### config.mk
export PLATFORM = sky130hd
export DESIGN_NAME = ro_puf_controller
export DESIGN_NICKNAME = d
export VERILOG_FILES = /design/src/rtl/ro_puf_controller.sv
export SDC_FILE = /design/constraint.sdc
export NUM_CORES = 1
export LEC_CHECK = 0
export CORE_MARGIN = 1
export CORE_UTILIZATION = 45
export DETAILED_ROUTE_END_ITERATION = 10
export PLACE_DENSITY = 0.62
export REMOVE_ABC_BUFFERS = 1
export SLEW_MARGIN = 20
export SYNTH_ARGS = -nofsm -noshare
export SYNTH_HDL_FRONTEND = slang
export SYNTH_SLANG_ARGS = --single-unit
### constraint.sdc
create_clock -name d_clk -period 3.9 [get_ports d_clk]
set_input_delay 0.585 -clock d_clk [delete_from_list [all_inputs] [get_ports d_clk]]
set_output_delay 0.585 -clock d_clk [all_outputs]
set_load 0.02 [all_outputs]
### src/rtl/ro_puf_controller.sv
// ro_puf_controller: challenge/response sequencer for a ring-oscillator PUF bank.
// Defining RO_PUF_COUNTS_OUT_EN exposes the final toggle counts on count_a/count_b.
module ro_puf_controller #(
    parameter int NUM_RO     = 16,
    parameter int SEL_W      = 4,
    parameter int WIN_W      = 16,
    parameter int CNT_W      = 16,
    parameter int CLR_CYC    = 4,
    parameter int SETTLE_CYC = 4
) (
    input  logic              d_clk,
    input  logic              reset,
    input  logic              start,
    output logic              ready,
    input  logic [SEL_W-1:0]  chal_a,
    input  logic [SEL_W-1:0]  chal_b,
    input  logic [WIN_W-1:0]  window,
    output logic [NUM_RO-1:0] ro_enable,
    output logic              ro_reset,
    input  logic [NUM_RO-1:0] ro_in,
    output logic              resp_valid,
    input  logic              resp_ready,
    output logic              resp_bit,
    output logic              resp_tie,
    output logic              resp_err
`ifdef RO_PUF_COUNTS_OUT_EN
    ,
    output logic [CNT_W-1:0]  count_a,
    output logic [CNT_W-1:0]  count_b
`endif
);
    typedef enum logic [2:0] {IDLE, CLEAR, SETTLE, MEASURE, COMPARE, DONE} state_t;
    state_t state_q, state_d;
    logic [SEL_W-1:0] sel_a_q, sel_a_d, sel_b_q, sel_b_d;
    logic [WIN_W-1:0] win_q, win_d, ph_q, ph_d;
    logic [CNT_W-1:0] cnt_a_q, cnt_a_d, cnt_b_q, cnt_b_d;
    logic [2:0] sync_a_q, sync_b_q;
    logic sat_q, sat_d, bit_q, bit_d, tie_q, tie_d, err_q, err_d;
    logic bad_chal, edge_a, edge_b;

    assign ready      = (state_q == IDLE) & ~reset;
    assign ro_reset   = state_q == CLEAR;
    assign resp_valid = state_q == DONE;
    assign resp_bit   = bit_q;
    assign resp_tie   = tie_q;
    assign resp_err   = err_q;
    assign ro_enable  = (state_q inside {CLEAR, SETTLE, MEASURE})
                      ? (NUM_RO'(1) << sel_a_q) | (NUM_RO'(1) << sel_b_q) : '0;
`ifdef RO_PUF_COUNTS_OUT_EN
    assign count_a = cnt_a_q;
    assign count_b = cnt_b_q;
`endif
    assign bad_chal = (chal_a == chal_b) || (window == '0)
                    || ({1'b0, chal_a} >= (SEL_W+1)'(NUM_RO))
                    || ({1'b0, chal_b} >= (SEL_W+1)'(NUM_RO));
    // Count any change between the 2nd and 3rd synchronizer stages.
    assign edge_a = sync_a_q[2] ^ sync_a_q[1];
    assign edge_b = sync_b_q[2] ^ sync_b_q[1];

    always_comb begin
        state_d = state_q;
        sel_a_d = sel_a_q;
        sel_b_d = sel_b_q;
        win_d   = win_q;
        ph_d    = ph_q + 1'b1;
        cnt_a_d = cnt_a_q;
        cnt_b_d = cnt_b_q;
        sat_d   = sat_q;
        bit_d   = bit_q;
        tie_d   = tie_q;
        err_d   = err_q;
        case (state_q)
            IDLE: if (start && ready) begin
                sel_a_d = chal_a;
                sel_b_d = chal_b;
                win_d   = window;
                ph_d    = '0;
                bit_d   = 1'b0;
                tie_d   = 1'b0;
                err_d   = bad_chal;
                state_d = bad_chal ? DONE : CLEAR;
            end
            CLEAR: begin
                cnt_a_d = '0;
                cnt_b_d = '0;
                sat_d   = 1'b0;
                if (ph_q == WIN_W'(CLR_CYC - 1)) begin
                    ph_d    = '0;
                    state_d = SETTLE;
                end
            end
            SETTLE: if (ph_q == WIN_W'(SETTLE_CYC - 1)) begin
                ph_d    = '0;
                state_d = MEASURE;
            end
            MEASURE: begin
                cnt_a_d = cnt_a_q + CNT_W'(edge_a && cnt_a_q != '1);
                cnt_b_d = cnt_b_q + CNT_W'(edge_b && cnt_b_q != '1);
                sat_d   = sat_q | (&cnt_a_d) | (&cnt_b_d);
                state_d = (ph_q == win_q - 1'b1) ? COMPARE : MEASURE;
            end
            COMPARE: begin
                bit_d   = cnt_a_q > cnt_b_q;
                tie_d   = cnt_a_q == cnt_b_q;
                err_d   = sat_q;
                state_d = DONE;
            end
            DONE: state_d = resp_ready ? IDLE : DONE;
            default: state_d = IDLE;
        endcase
    end

    always_ff @(posedge d_clk) begin
        if (reset) begin
            state_q  <= IDLE;
            sel_a_q  <= '0;
            sel_b_q  <= '0;
            win_q    <= '0;
            ph_q     <= '0;
            cnt_a_q  <= '0;
            cnt_b_q  <= '0;
            sync_a_q <= '0;
            sync_b_q <= '0;
            sat_q    <= 1'b0;
            bit_q    <= 1'b0;
            tie_q    <= 1'b0;
            err_q    <= 1'b0;
        end else begin
            state_q  <= state_d;
            sel_a_q  <= sel_a_d;
            sel_b_q  <= sel_b_d;
            win_q    <= win_d;
            ph_q     <= ph_d;
            cnt_a_q  <= cnt_a_d;
            cnt_b_q  <= cnt_b_d;
            sync_a_q <= {sync_a_q[1:0], ro_in[sel_a_q]};
            sync_b_q <= {sync_b_q[1:0], ro_in[sel_b_q]};
            sat_q    <= sat_d;
            bit_q    <= bit_d;
            tie_q    <= tie_d;
            err_q    <= err_d;
        end
    end
endmodule

## After elaboration in Yosys (flattened, before gate mapping)

Cells that the tools add are included.

| storage, ports and cells | value |
|---|---|
| bits in registers | 85 |
| input port bits | 44 |
| output and inout port bits | 22 |
| logic and storage cells | 81 |

| cells by class | value |
|---|---|
| add/subtract/negate cells | 4 |
| $lt $le $gt $ge | 3 |
| equality and inequality tests | 14 |
| shifts and indexed selects | 2 |
| mux-type cells | 23 |
| bitwise logic cells | 7 |
| reduce and logical (&&, ||, !) cells | 15 |

Operators by type and width:

| operator | count |
|---|---|
| $pmux W16 S2 | 3 |
| $mux W16 | 3 |
| $add A16 B1 Y16 | 2 |
| $eq A16 B16 Y1 | 2 |
| $ne A16 B16 Y1 const B | 2 |
| $reduce_and A16 Y1 | 2 |
| $shl A1 B4 Y16 const A | 2 |
| $mux W3 | 6 |
| $pmux W3 S6 | 1 |
| $add A16 B1 Y16 const B | 1 |
| $eq A16 B2 Y1 const B | 1 |
| $gt A16 B16 Y1 | 1 |
| $logic_not A16 Y1 | 1 |
| $or A16 B16 Y16 | 1 |
| $sub A16 B1 Y16 const B | 1 |
| $lt A4 B5 Y1 const B | 2 |
| $bmux W1 S4 | 2 |
| $pmux W1 S2 | 4 |
| $eq A3 B2 Y1 const B | 2 |
| $eq A3 B3 Y1 const B | 2 |
| $ne A2 B1 Y1 const B | 3 |
| $eq A4 B4 Y1 | 1 |
| $mux W1 | 4 |
| $reduce_and A2 Y1 | 2 |
| other kinds (12) | 17 |

## Longest topological paths before layout

| logic depth | value |
|---|---|
| word-level depth | 7 |
| depth in mapped cells | 15 |
| depth with buffers taken out | 14 |

## Least setup slack after synthesis

OpenSTA, ideal clock, no wires.

| timing | value |
|---|---|
| path kind | register to register |
| from | register cnt_a_q[6] |
| to | register cnt_a_q[12] |
| arrival time | 2.656 ns |
| data required time | 3.772 ns |
| slack | 1.117 ns |
| stages on the path, launching flop included | 16 |
| clock period less this slack | 2.783 ns |
| cell sequence | dfxtp_1 -> clkbuf_1 -> and4_1 -> nand2_1 -> nor4_1 -> nor2_1 -> ha_1 -> ha_1 -> nand3_1 -> nor2_1 -> and2_1 -> clkbuf_1 -> nand3_1 -> mux2_2 -> a22oi_1 -> nor2_1 |

| on the way | value |
|---|---|
| longest elaborated chain between the ends | 4 |

RTL lines:

| item | line | RTL |
|---|---|---|
| from (decl) | 36 | `logic [CNT_W-1:0] cnt_a_q, cnt_a_d, cnt_b_q, cnt_b_d;` |
| from (signal assigned) | 134 | `cnt_a_q <= cnt_a_d;` |
| $ne A16 B16 Y1 | 97 | `cnt_a_d = cnt_a_q + CNT_W'(edge_a && cnt_a_q != '1);` |
| $logic_and A1 B1 Y1 | 97 |  |
| $add A16 B1 Y16 (*) | 97 |  |
| $pmux W16 S2 (*) | 72 | `case (state_q)` |

Every way passes the cells marked *; elsewhere a longest branch is shown, timed or not.
A chain may end at the register's enable or synchronous reset.

## Worst setup path in the final report

| timing | value |
|---|---|
| from | register state_q[1] |
| to | output port ro_enable[11] |

| on the way | value |
|---|---|
| longest elaborated chain between the ends | 3 |

RTL lines:

| item | line | RTL |
|---|---|---|
| from (decl) | 33 | `state_t state_q, state_d;` |
| from (signal assigned) | 129 | `state_q <= state_d;` |
| $eq A3 B1 Y1 / $eq A3 B2 Y1 (equally long branches) | 47 | `assign ro_enable = (state_q inside {CLEAR, SETTLE, MEASURE})` |
| $reduce_bool A3 Y1 (*) | 47 |  |
| $mux W16 (*) | 48 | `? (NUM_RO'(1) << sel_a_q) \| (NUM_RO'(1) << sel_b_q) : '0;` |
| to (decl) | 18 | `output logic [NUM_RO-1:0] ro_enable,` |

Marked as above.

==> results.py <==
metrics = {
    "worst_setup_path": {
        "rr_worst_depth": 14,
        "worstReg2RegEnd": "cnt_a_q[12]",
        "rrSetupSlack_ns": 0.95,
        "crit_path_end_kind": "primary output",
        "criticalPathCategory": "register to primary output",
        "path_max_fanout": 16,
        "reg2reg_from": "cnt_a_q[11]",
        "setup.worst_path.start_class": "register",
        "crit_arrival_ns": 2.39,
        "critPathRequiredTime_ns": 3.31,
    },
    "grt": {
        "grtUsageMet2_pct": 39.7,
        "gr-usage-met3_pct": 5.29,
        "grt_antenna_before_repair": 0,
        "grt_util_met1_pct": 28.9,
        "grt_pass1_vias": 4825,
        "grt_busiest_layer": "met2",
        "grt_usage_pct": 23.1,
        "grt_pass1_wl_mm": 23.7,
        "grt_max_degree": 69,
        "grt_overflow": 0,
    },
    "logic_synthesis": {
        "synth_cell_types": 57,
        "ys_top_cells_by_count": "nand2_1 (89), dfxtp_1 (85), nor2_1 (80)",
        "synth-seq-cells": 85,
        "synth_area_per_cell_um2": 7.77,
        "yosys-top-cells-area": "dfxtp_1 (30%), nand2_1 (5.9%), nor2_1 (5.3%), xnor2_1 (5.2%), ha_1 (4.8%)",
        "async_flop_share_pct": 0,
        "synthFlopType": "dfxtp_1",
        "synth_edf_count": 0,
        "synth_area_um2": 5710,
        "yosysMostFrequentCell": "nand2_1",
        "syn_inst": 735,
        "yosys.area.top_type": "dfxtp_1",
        "synth_seq_area_share_pct": 29.8,
        "synth_top_cell_area_share_pct": 29.8,
        "yosysWarnings": 0,
    },
    "timing": {
        "max_freq_mhz": 336,
        "timing.final.ws_setup_ns": 0.927,
        "tightest_slew_ns": 0.959,
        "setup_viol_count_final": 0,
        "clock_skew_ns": 0.0101,
        "fin_crit_sh_pct": 76.2,
        "setup_tns_ns": 0,
        "slew_headroom_pct": 36.1,
        "hold_viol_final": 0,
        "rsz0062_at_grt": "false",
        "slew_violations": 0,
        "hold_ws_ns": 0.433,
        "final.min_clock_period_ns": 2.97,
    },
    "place": {
        "dp_hpwl_mm": 10.6,
        "dpl.cell_count": 925,
        "gp_congestion": 0.866,
        "place_ws_ns": 1.01,
        "placed_cell_area_um2": 6350,
        "port_buffers": 65,
    },
    "min_path": {
        "worstHoldPathType": "register to register",
        "hold_end": "sync_b_q[1]",
        "min_from": "sync_b_q[0]",
        "min_path_cells": 1,
    },
    "power_and_ir_drop": {
        "power.leakage_nw": 2.36,
        "ir_worst_vdd_mv": 0.208,
        "power-per-cell-area_nw_per_um2": 330,
    },
    "clock_network": {
        "post_cts_buffers": 0,
        "insertion_delay_ns": 0.35,
        "cts_buffer_depth": 2,
        "clock_sinks": 85,
        "cts_tree": "built",
        "clk_pin_slew_ns": 0.06,
        "cts_max_level": 3,
        "holdBufCountCts": 0,
        "post_cts_resized": 0,
        "cts_buffers": 9,
        "clockRootBuffer": "clkbuf_16",
    },
    "status": {
        "status": "finished, final reports clean",
    },
    "floorplanning": {
        "placementRows": 40,
        "die_area_um2": 13100,
        "die_w_um": 115,
        "pin_count": 66,
        "start_util_pct": 46.8,
        "dieHeight_um": 115,
        "core-area_um2": 12200,
    },
    "run": {
        "maxCapViolations": 0,
    },
    "cells_and_area": {
        "fin_nets": 834,
        "area_delta_synth_final_pct": 16.4,
        "stdcell_area_um2": 6650,
        "final_cell_count_no_fill": 941,
        "num_antenna_cells": 0,
        "drive_gt1_share_pct": 5.56,
        "fillers": 1211,
    },
    "routing": {
        "wl_mm": 14.9,
        "ant_nets": 0,
        "wl_per_cell_um": 15.8,
        "drc_errors": 0,
        "via_per_inst": 5.69,
        "firstDrtPassIters": 5,
        "drt_iter0_markers": 324,
        "vias": 5356,
    },
}
==> worst max path at each step <==
| stage | startpoint | slack (ns) | end | cells past startpoint |
|---|---|---|---|---|
| after floorplan | win_q[2] | 1.27 | state_q[1] | 7 |
| after global placement | cnt_a_q[11] | 1.04 | cnt_a_q[12] | 14 |
| after detailed placement | cnt_a_q[11] | 1.01 | cnt_a_q[12] | 14 |
| after CTS | state_q[0] | 0.91 | ro_enable[11] | 4 |
| after global routing | cnt_a_q[11] | 0.69 | cnt_a_q[12] | 14 |
| final | state_q[1] | 0.93 | ro_enable[11] | 4 |
==> metrics by stage <==
stage	power, mW	utilization (%)
4_1_cts	2.21	54.4
5_1_grt	2.29	54.4
3_5_place_dp	1.34	52.0
6_report	2.19	54.4
3_3_place_gp	1.34	52.0
2_1_floorplan	1.19	-
==> cells by family after synthesis <==
kind of cell             Yosys count  share of synthesized area [%]
AND/OR/NAND/NOR                  362                           31.9
AO/OA/AOI/OAI                    125                           14.4
flip-flops                        85                           29.8
buffers and inverters             74                           6.24
XOR/XNOR                          52                           7.98
adder cells (fa/ha/maj)           22                           4.82
multiplexers                      15                           4.86
==> registers in the layout, indices dropped and copies added (netlist names) <==
name      cells
cnt_a_q      16
cnt_b_q      16
ph_q         16
win_q        16
sel_a_q       4
sel_b_q       4
state_q       3
sync_a_q      3
sync_b_q      3
resp_bit      1
resp_err      1
resp_tie      1
sat_q         1
==> power by group <==
group | switching [mW] | internal, mW | total [mW]
Sequential | 0.0539 | 0.898 | 0.952
Combinational | 0.194 | 0.178 | 0.372
Clock | 0.355 | 0.512 | 0.867
Total | 0.603 | 1.59 | 2.19
==> placed cells by master (no fill, tap or decap), types with 16 or more instances in the layout <==
| cell type | n |
|---|---|
| nor2_1 | 80 |
| nor4_1 | 20 |
| xnor2_1 | 34 |
| xor2_1 | 18 |
| dfxtp_1 | 85 |
| a22oi_1 | 20 |
| nand2_1 | 89 |
| nand3b_1 | 22 |
| o21ai_0 | 16 |
| nand4_1 | 18 |
| clkdlybuf4s50_1 | 64 |
| nor2b_1 | 20 |
| nor3_1 | 27 |
| inv_1 | 22 |
| ha_1 | 22 |
| a21oi_1 | 38 |
| nand3_1 | 42 |
==> layer usage <==
| metal | part of all wire (%) | vias to the layer above |
|---|---|---|
| li1 | - | 2695 |
| met1 | 45 | 2502 |
| met2 | 49 | 141 |
| met3 | 4.5 | 18 |
| met4 | 1.6 | 0 |
| met5 | 0 | - |
==> area by class of cell <==
cell class	instances	area [um2]	share of cell area, %
multi-input cells	576	3650	55.0
flip-flops and latches	85	1700	25.6
repair buffers	72	698	10.5
clock buffers	12	246	3.71
well taps	168	210	3.16
inverters	24	90.1	1.36
clock inverters	4	47.5	0.715
==> critical path: stages (launching register included) <==
cell             delay, ns
dfxtp_1               0.57
nor2_1                0.19
or2_2                 0.45
a21oi_1               0.20
clkdlybuf4s50_1       0.63
Power figures use the tool's default switching activity.
